**src/rtl/reqrsp_pkg.sv**
```systemverilog
// Shared request/response bus types: atomic opcodes and access size encoding.
package reqrsp_pkg;

  typedef enum logic [3:0] {
    AMONone = 4'h0,
    AMOSwap = 4'h1,
    AMOAdd  = 4'h2,
    AMOAnd  = 4'h3,
    AMOOr   = 4'h4,
    AMOXor  = 4'h5,
    AMOMax  = 4'h6,
    AMOMaxu = 4'h7,
    AMOMin  = 4'h8,
    AMOMinu = 4'h9,
    AMOLR   = 4'hA,
    AMOSC   = 4'hB
  } amo_op_e;

  // log2 of the number of bytes in an access
  typedef logic [2:0] size_t;

endpackage

```
**src/rtl/reqrsp_amo_alu.sv**
```systemverilog
// Combinational AMO ALU: computes the word written back by an atomic op.
module reqrsp_amo_alu
  import reqrsp_pkg::*;
#(
  parameter int unsigned DataWidth = 32
) (
  input  amo_op_e              amo_op,
  input  logic [DataWidth-1:0] old_data,
  input  logic [DataWidth-1:0] operand,
  output logic [DataWidth-1:0] new_data
);

  always_comb begin
    // NOTE: default first so every path assigns new_data; no latch is inferred.
    new_data = old_data;
    case (amo_op)
      AMOSwap: new_data = operand;
      AMOAdd:  new_data = old_data + operand;
      AMOAnd:  new_data = old_data & operand;
      AMOOr:   new_data = old_data | operand;
      AMOXor:  new_data = old_data ^ operand;
      AMOMax:  new_data = ($signed(old_data) > $signed(operand)) ? old_data : operand;
      AMOMin:  new_data = ($signed(old_data) < $signed(operand)) ? old_data : operand;
      AMOMaxu: new_data = (old_data > operand) ? old_data : operand;
      AMOMinu: new_data = (old_data < operand) ? old_data : operand;
      default: new_data = old_data;
    endcase
  end

endmodule

```
**src/rtl/reqrsp_mem_responder.sv**
```systemverilog
// Flip-flop word memory terminating a reqrsp link: reads, strobed writes, atomics.
// Atomic support is built only when REQRSP_MEM_RESPONDER_AMO_EN is defined.
module reqrsp_mem_responder
  import reqrsp_pkg::*;
#(
  parameter int unsigned AddrWidth = 32,
  parameter int unsigned DataWidth = 32,
  parameter int unsigned NumWords  = 16
) (
  input  logic                   clk_i,
  input  logic                   rst_ni,
  input  logic [AddrWidth-1:0]   q_addr_i,
  input  logic                   q_write_i,
  input  amo_op_e                q_amo_i,
  input  logic [DataWidth-1:0]   q_data_i,
  input  logic [DataWidth/8-1:0] q_strb_i,
  input  size_t                  q_size_i,
  input  logic                   q_valid_i,
  output logic                   q_ready_o,
  output logic [DataWidth-1:0]   p_data_o,
  output logic                   p_error_o,
  output logic                   p_valid_o,
  input  logic                   p_ready_i
);

  localparam int unsigned StrbWidth = DataWidth / 8;
  localparam int unsigned WordOff   = $clog2(StrbWidth);
  localparam int unsigned IdxWidth  = $clog2(NumWords);
  localparam logic [63:0] MemBytes  = 64'(NumWords) * 64'(StrbWidth);

  typedef enum logic {Idle, AmoExec} state_e;

  state_e                state_q, state_d;
  logic [DataWidth-1:0]  mem_q [NumWords];
  logic [DataWidth-1:0]  rsp_data_q;
  logic                  rsp_error_q, rsp_valid_q;

  logic [IdxWidth-1:0]   req_idx;
  logic [DataWidth-1:0]  rd_word, wr_word;
  logic                  is_amo, addr_err, size_err, amo_err, req_err;
  logic                  q_hs, amo_start;

  assign req_idx  = q_addr_i[WordOff +: IdxWidth];
  assign rd_word  = mem_q[req_idx];
  assign is_amo   = (q_amo_i != AMONone);
  assign addr_err = (64'(q_addr_i) >= MemBytes);
  assign size_err = (q_size_i > size_t'(WordOff));
  assign req_err  = addr_err || size_err || amo_err;
  assign q_hs     = q_valid_i && q_ready_o;

`ifdef REQRSP_MEM_RESPONDER_AMO_EN
  logic [IdxWidth-1:0]  amo_idx_q;
  logic [DataWidth-1:0] amo_operand_q, amo_old_q, amo_result;
  amo_op_e              amo_op_q;

  // Atomics must be full-word; LR/SC reservations are not supported here.
  assign amo_err = is_amo && ((q_size_i != size_t'(WordOff)) ||
                              (q_amo_i == AMOLR) || (q_amo_i == AMOSC));

  reqrsp_amo_alu #(
    .DataWidth(DataWidth)
  ) i_amo_alu (
    .amo_op  (amo_op_q),
    .old_data(amo_old_q),
    .operand (amo_operand_q),
    .new_data(amo_result)
  );
`else
  assign amo_err = is_amo;
`endif

  always_comb begin
    for (int b = 0; b < StrbWidth; b++) begin
      wr_word[8*b +: 8] = q_strb_i[b] ? q_data_i[8*b +: 8] : rd_word[8*b +: 8];
    end
  end

  always_comb begin
    state_d   = state_q;
    q_ready_o = 1'b0;
    amo_start = 1'b0;
    case (state_q)
      Idle: begin
        q_ready_o = !rsp_valid_q || p_ready_i;
`ifdef REQRSP_MEM_RESPONDER_AMO_EN
        if (q_valid_i && q_ready_o && is_amo && !req_err) begin
          amo_start = 1'b1;
          state_d   = AmoExec;
        end
`endif
      end
      AmoExec: state_d = Idle;
      default: state_d = Idle;
    endcase
  end

  always_ff @(posedge clk_i or negedge rst_ni) begin
    // NOTE: non-blocking assignments for all state so every flop samples pre-edge values.
    if (!rst_ni) state_q <= Idle;
    else         state_q <= state_d;
  end

  always_ff @(posedge clk_i or negedge rst_ni) begin
    if (!rst_ni) begin
      // NOTE: the memory is reset explicitly because reads after reset must return zero.
      for (int i = 0; i < NumWords; i++) mem_q[i] <= '0;
      rsp_data_q  <= '0;
      rsp_error_q <= 1'b0;
      rsp_valid_q <= 1'b0;
`ifdef REQRSP_MEM_RESPONDER_AMO_EN
      amo_idx_q     <= '0;
      amo_operand_q <= '0;
      amo_old_q     <= '0;
      amo_op_q      <= AMONone;
`endif
    end else begin
      if (rsp_valid_q && p_ready_i) rsp_valid_q <= 1'b0;

      // A new load in the same cycle overrides the retire above: no bubble.
      if (q_hs && !amo_start) begin
        rsp_valid_q <= 1'b1;
        rsp_error_q <= req_err;
        rsp_data_q  <= req_err ? '0 : rd_word;
        if (!req_err && !is_amo && q_write_i) mem_q[req_idx] <= wr_word;
      end

`ifdef REQRSP_MEM_RESPONDER_AMO_EN
      if (amo_start) begin
        amo_idx_q     <= req_idx;
        amo_operand_q <= q_data_i;
        amo_old_q     <= rd_word;
        amo_op_q      <= q_amo_i;
      end

      if (state_q == AmoExec) begin
        mem_q[amo_idx_q] <= amo_result;
        rsp_valid_q      <= 1'b1;
        rsp_error_q      <= 1'b0;
        rsp_data_q       <= amo_old_q;
      end
`endif
    end
  end

  assign p_data_o  = rsp_data_q;
  assign p_error_o = rsp_error_q;
  assign p_valid_o = rsp_valid_q;

endmodule
```
**config.mk**
```make
export PLATFORM = sky130hd
export DESIGN_NAME = reqrsp_mem_responder
export DESIGN_NICKNAME = d
export VERILOG_FILES = /design/src/rtl/reqrsp_pkg.sv /design/src/rtl/reqrsp_amo_alu.sv /design/src/rtl/reqrsp_mem_responder.sv
export SDC_FILE = /design/constraint.sdc
export NUM_CORES = 1
export LEC_CHECK = 0
export BUFFER_PORTS_ARGS = -buffer_cell sky130_fd_sc_hd__buf_2
export CORE_ASPECT_RATIO = 1.75
export CORE_MARGIN = 5
export CORE_UTILIZATION = 50
export CTS_BUF_LIST = sky130_fd_sc_hd__clkbuf_4 sky130_fd_sc_hd__clkbuf_8
export DETAILED_ROUTE_END_ITERATION = 10
export MAX_ROUTING_LAYER = met4
export PLACE_DENSITY = 0.67
export SYNTH_ARGS = -nofsm -noshare
export SYNTH_HDL_FRONTEND = slang
export SYNTH_SLANG_ARGS = --single-unit
```
**constraint.sdc**
```tcl
create_clock -name clk_i -period 2.15 [get_ports clk_i]
set_input_delay 0.3225 -clock clk_i [delete_from_list [all_inputs] [get_ports clk_i]]
set_output_delay 0.3225 -clock clk_i [all_outputs]
set_load 0.005 [all_outputs]
```
After elaboration in Yosys (flattened, before gate mapping). Cells that the tools add are included.

Register bits: 546. Output and inout port bits: 35.

Order comparisons: 4. Mux-type cells: 13. Bitwise operators: 1. Reduce and logical (&&, ||, !) cells: 14.

Operators by type and width (count): $bwmux 512 (1); $bmux 32 s4 (1); $demux 32 s4 (1); $mux 32 (4); $ge 32x7->1 const B (1); $mux 8 (4); $ge 5x5->1 const B (1); $logic_and 1x1->1 (5); $lt 5x1->1 const B (1); $not 4->5 (1); $reduce_bool 4->1 (1); $gt 3x2->1 const B (1); $logic_not 1->1 (3); $logic_or 1x1->1 (3); $mux 1 (2); $reduce_and 2->1 (1); $reduce_bool 2->1 (1).

Logic depth before layout (Yosys ltp).
Word-level depth: 7. Depth in mapped cells: 9. Gate-level depth less buffers: 5.

Worst setup path after synthesis. OpenSTA, ideal clock, no wires.

Path type: input to register. Start: input q_addr_i[3]. End: register mem_q[158] in the netlist's numbering. Setup time: 0.126 ns. Arrival time: 2.144 ns. Slack: -0.120 ns. Stages: 9. Path buffers: 4. Cell sequence: buf_2 > buf_2 > clkbuf_1 > mux4_2 > a22oi_1 > nand2_1 > mux2i_2 > buf_2 > a21oi_1.

Cells in the longest elaborated chain, start to end: 7. Elaborated cells between the ends (all ways): 18. Those cells by class: order compare (3); mux (7); bitwise (1); reduce/logical (7).

Ends and longest elaborated chain: from (decl) (line reqrsp_mem_responder.sv:12) `input logic [AddrWidth-1:0] q_addr_i,`; $ge 32x7->1 (line reqrsp_mem_responder.sv:46) `assign addr_err = (64'(q_addr_i) >= MemBytes);`; $logic_or 1x1->1 (2 in series) (line reqrsp_mem_responder.sv:48) `assign req_err = addr_err || size_err || amo_err;`; $logic_not 1->1 (line reqrsp_mem_responder.sv:124) `if (!req_err && !is_amo && q_write_i) mem_q[req_idx] <= wr_word;`; $logic_and 1x1->1 (2 in series) (line reqrsp_mem_responder.sv:124); $reduce_and 2->1 (no source line); to (signal, indexed assignment) (line reqrsp_mem_responder.sv:124); to (decl) (line reqrsp_mem_responder.sv:34) `logic [DataWidth-1:0] mem_q [NumWords];`.

Parallel ways exist; a longest one is shown, timed or not. The select of a mux whose other input is x is not followed. A chain may end at the register's enable or synchronous reset.

Worst setup path after layout.
Start: register mem_q[129] in the netlist's numbering. End: register mem_q[33] in the netlist's numbering.

Cells in the longest elaborated chain, start to end: 5.

Ends and longest elaborated chain: $bmux 32 s4 (line reqrsp_mem_responder.sv:44) `assign rd_word = mem_q[req_idx];`; $mux 32 (implied by the code) (2 in series) (line reqrsp_mem_responder.sv:44); $mux 8 (line reqrsp_mem_responder.sv:74) `wr_word[8*b +: 8] = q_strb_i[b] ? q_data_i[8*b +: 8] : rd_word[8*b +: 8];`; $bwmux 512 (line reqrsp_mem_responder.sv:124).

Every way passes these cells. The select of a mux whose other input is x is not followed.

==> run metrics <==
Critical Path AT=2.65 ns; top-area cell type share of the netlist area=0.551; fin. max-slew vios=0; pin count of the biggest net entering global routing=86; post-route setup TNS=0 ns; top cells by count, synth=a21oi_1, dfrtp_1, mux4_2, clkbuf_1, buf_2; Min Hold Slack=0.0245 ns; Setup crit start kind=flop; gp weighted congestion=approximately 0.86; Global Route Usage Sum=0.316; Peak Freq=around 470 MHz; number of synthesized flops with an enable pin=0; final hold viol count=0; nets=around 2400; DP HPWL=50700 um; via count=20601; ANT nets after route=0; count leader, synth=a21oi_1; number of port buffers=around 110; worst min path class=in -> reg; TritonCTS Buffers=80; Reg clk slew, reported paths=0.06 ns; CTS max path bufs=3; global route overflow=0; dpl ws=-0.494 ns; effective utilization at floorplan=0.502; Worst Max-Slew Pin Slew=roughly 1.3 ns; syn_nets=between 2000 and 2500; DRC=0; Yosys warning count=0; Layout area overhead=22.6%; fillers=between 3000 and 4000; Synth Area in XOR/XNOR=0; worst vdd ir=between 0.3 and 0.4 mV; Seq cells post-synth=between 500 and 600; num rows=about 110; clk sink count=546; Clock Latency Late Sink=around 0.66 ns; Synth Area in Adders=0; largest family of logic cells by synthesized area=compound AO/OA/AOI/OAI gates; CP required=2.68 ns; Ports=between 100 and 150; status=finished clean; # setup viols final=0; Syn Std Cell Area=approximately 25000 um2; Compound-Gate Fraction of Synth Area=0.238; Max Clock Skew=around 0.026 ns; Die W=between 150 and 200 um; area leader, netlist=dfrtp_1; min cycle time layout=2.12 ns; wire per inst=26.9 um; Leak=14.0 nW; initial antenna violation count=1; Worst slew margin=0.153; Placed Cells=2927; Via density=approximately 6.7; asr flop ratio synth=1.00; vias in the first global route=about 22000; maxcap violations=0; routed wire length=slightly above 80000 um; WS Path Type=reg -> reg; unrepaired setup endpoints after global routing=true; Final WS setup=0.0325 ns; DR pass1 iterations=6; CTS tree=done; global-route wire length before repair=128000 um; Clock Tree Root=clkbuf_8; crit end category=flop; pwr/cell area=slightly below 700 nW/um2; Synth Flop Type=dfrtp_1; layout cell share with drive strength beyond 1=0.288; mux contribution to synthesized area=0.139; Distinct cells, synth=29; final cycle utilization of the critical path=0.985; DR iter-0 viols=between 2000 and 2500; Synth area leaders=dfrtp_1, a21oi_1, mux4_2; syn_area_per_cell=11.4 um2; Syn Inst Count=about 2200; Die H=304 um; crit path max fanout=16; post-route insts no fill=between 3000 and 4000; die area=about 54000 um2; Post-Synth Simple-Gate Area=0.0238; H-tree levels=3; sequential fraction of the synthesis area=0.551; Core Area=a little under 50000 um2
[worst max-delay path, stage by stage (launching register included)]
cell     delay [ns]
dfrtp_1        0.38
mux4_2         0.48
a22oi_1        0.41
buf_4          0.18
nand2_1        0.09
mux2i_4        0.19
buf_12         0.17
a21oi_1        0.08
[cells in the final DEF, fill, tap and decap left out, types with 2 or more instances in the layout]
cell	instances
a21oi_1	1025
dfrtp_1	546
mux4_2	128
buf_4	128
buf_12	112
buf_2	109
clkbuf_8	95
a22oi_1	64
nand2_1	36
mux2i_4	32
a22o_1	32
clkbuf_4	25
nor2_4	17
nor3_4	16
nor4_1	7
clkinv_2	7
clkinvlp_4	6
buf_6	5
nand2b_1	4
buf_16	4
nor2b_4	2
nand3b_1	2
inv_8	2
bufinv_16	2
[routing by layer]
metal	routed length (um)	track usage	up-vias
met1	28000	0.376	10345
met2	41100	0.500	1369
met3	7860	0.0621	385
met5	0	-	-
li1	-	-	8502
met4	5860	0.184	0
[layout make-up]
type,count,area (um2),share of cell area
multi-input cells,1376,10300,0.338
well taps,660,826,0.0272
diodes,1,2.50,0.0000824
repair buffers,361,3950,0.130
clock inverters,18,171,0.00564
clock buffers,119,1480,0.0488
flip-flops and latches,546,13700,0.450
[timing repair]
| item | in CTS | in global routing |
|---|---|---|
| hold buffers | 1 | 0 |
| setup endpoints to repair | 412 | 239 |
| resized for setup | 11 | 1 |
| cloned | 5 | 0 |
| buffers inserted | 10 | 1 |
| pin swaps | 6 | 3 |
| endpoints found under the hold margin | 235 | 0 |
[metrics by stage]
stage / power, mW / util / area (um2)
after floorplan: 11.0 / - / 25000
after global placement: 11.9 / 0.577 / 28500
after detailed placement: 11.9 / 0.577 / 28500
after CTS: 20.6 / 0.616 / 30400
after global routing: 21.1 / 0.616 / 30400
final: 20.5 / 0.616 / 30400
[final timing paths]
| kind | from | slack [ns] | cells past startpoint | endpoint |
|---|---|---|---|---|
| setup reg to reg | mem_q[129]$_DFFE_PN0P_ | 0.03 | 7 | mem_q[33]$_DFFE_PN0P_ |
| hold / removal | q_valid_i | 0.02 | 3 | p_valid_o$_DFFE_PN0P_ |
| min in group asynchronous | rst_ni | 0.17 | 2 | mem_q[382]$_DFFE_PN0P_ |
| setup / recovery | mem_q[129]$_DFFE_PN0P_ | 0.03 | 7 | mem_q[33]$_DFFE_PN0P_ |
| max in group asynchronous | rst_ni | 1.19 | 3 | mem_q[64]$_DFFE_PN0P_ |
| hold reg to reg | p_error_o$_DFFE_PN0P_ | 0.50 | 2 | p_error_o$_DFFE_PN0P_ |
[power by group]
group	total [mW]	leakage (nW)	switching (mW)	internal [mW]
Combinational	1.46	5.51	0.901	0.559
Clock	8.77	0.864	4.10	4.67
Sequential	10.3	7.62	0.000737	10.3
Total	20.5	14.0	5.00	15.5
[registers in the layout, indices dropped and copies added (netlist names)]
| signal | count |
|---|---|
| mem_q | 512 |
| p_data_o | 32 |
| p_error_o | 1 |
| p_valid_o | 1 |
[cell families (layout without fill, tap and decap cells)]
logic type | Yosys count | in the layout
AOI/OAI and AO/OA | 1121 | 1121
buffers and inverters | 246 | 498
DFF | 546 | 546
muxes | 160 | 160
other | 0 | 1
and+or+nand+nor | 95 | 95
(Power assumes the default switching activity.)
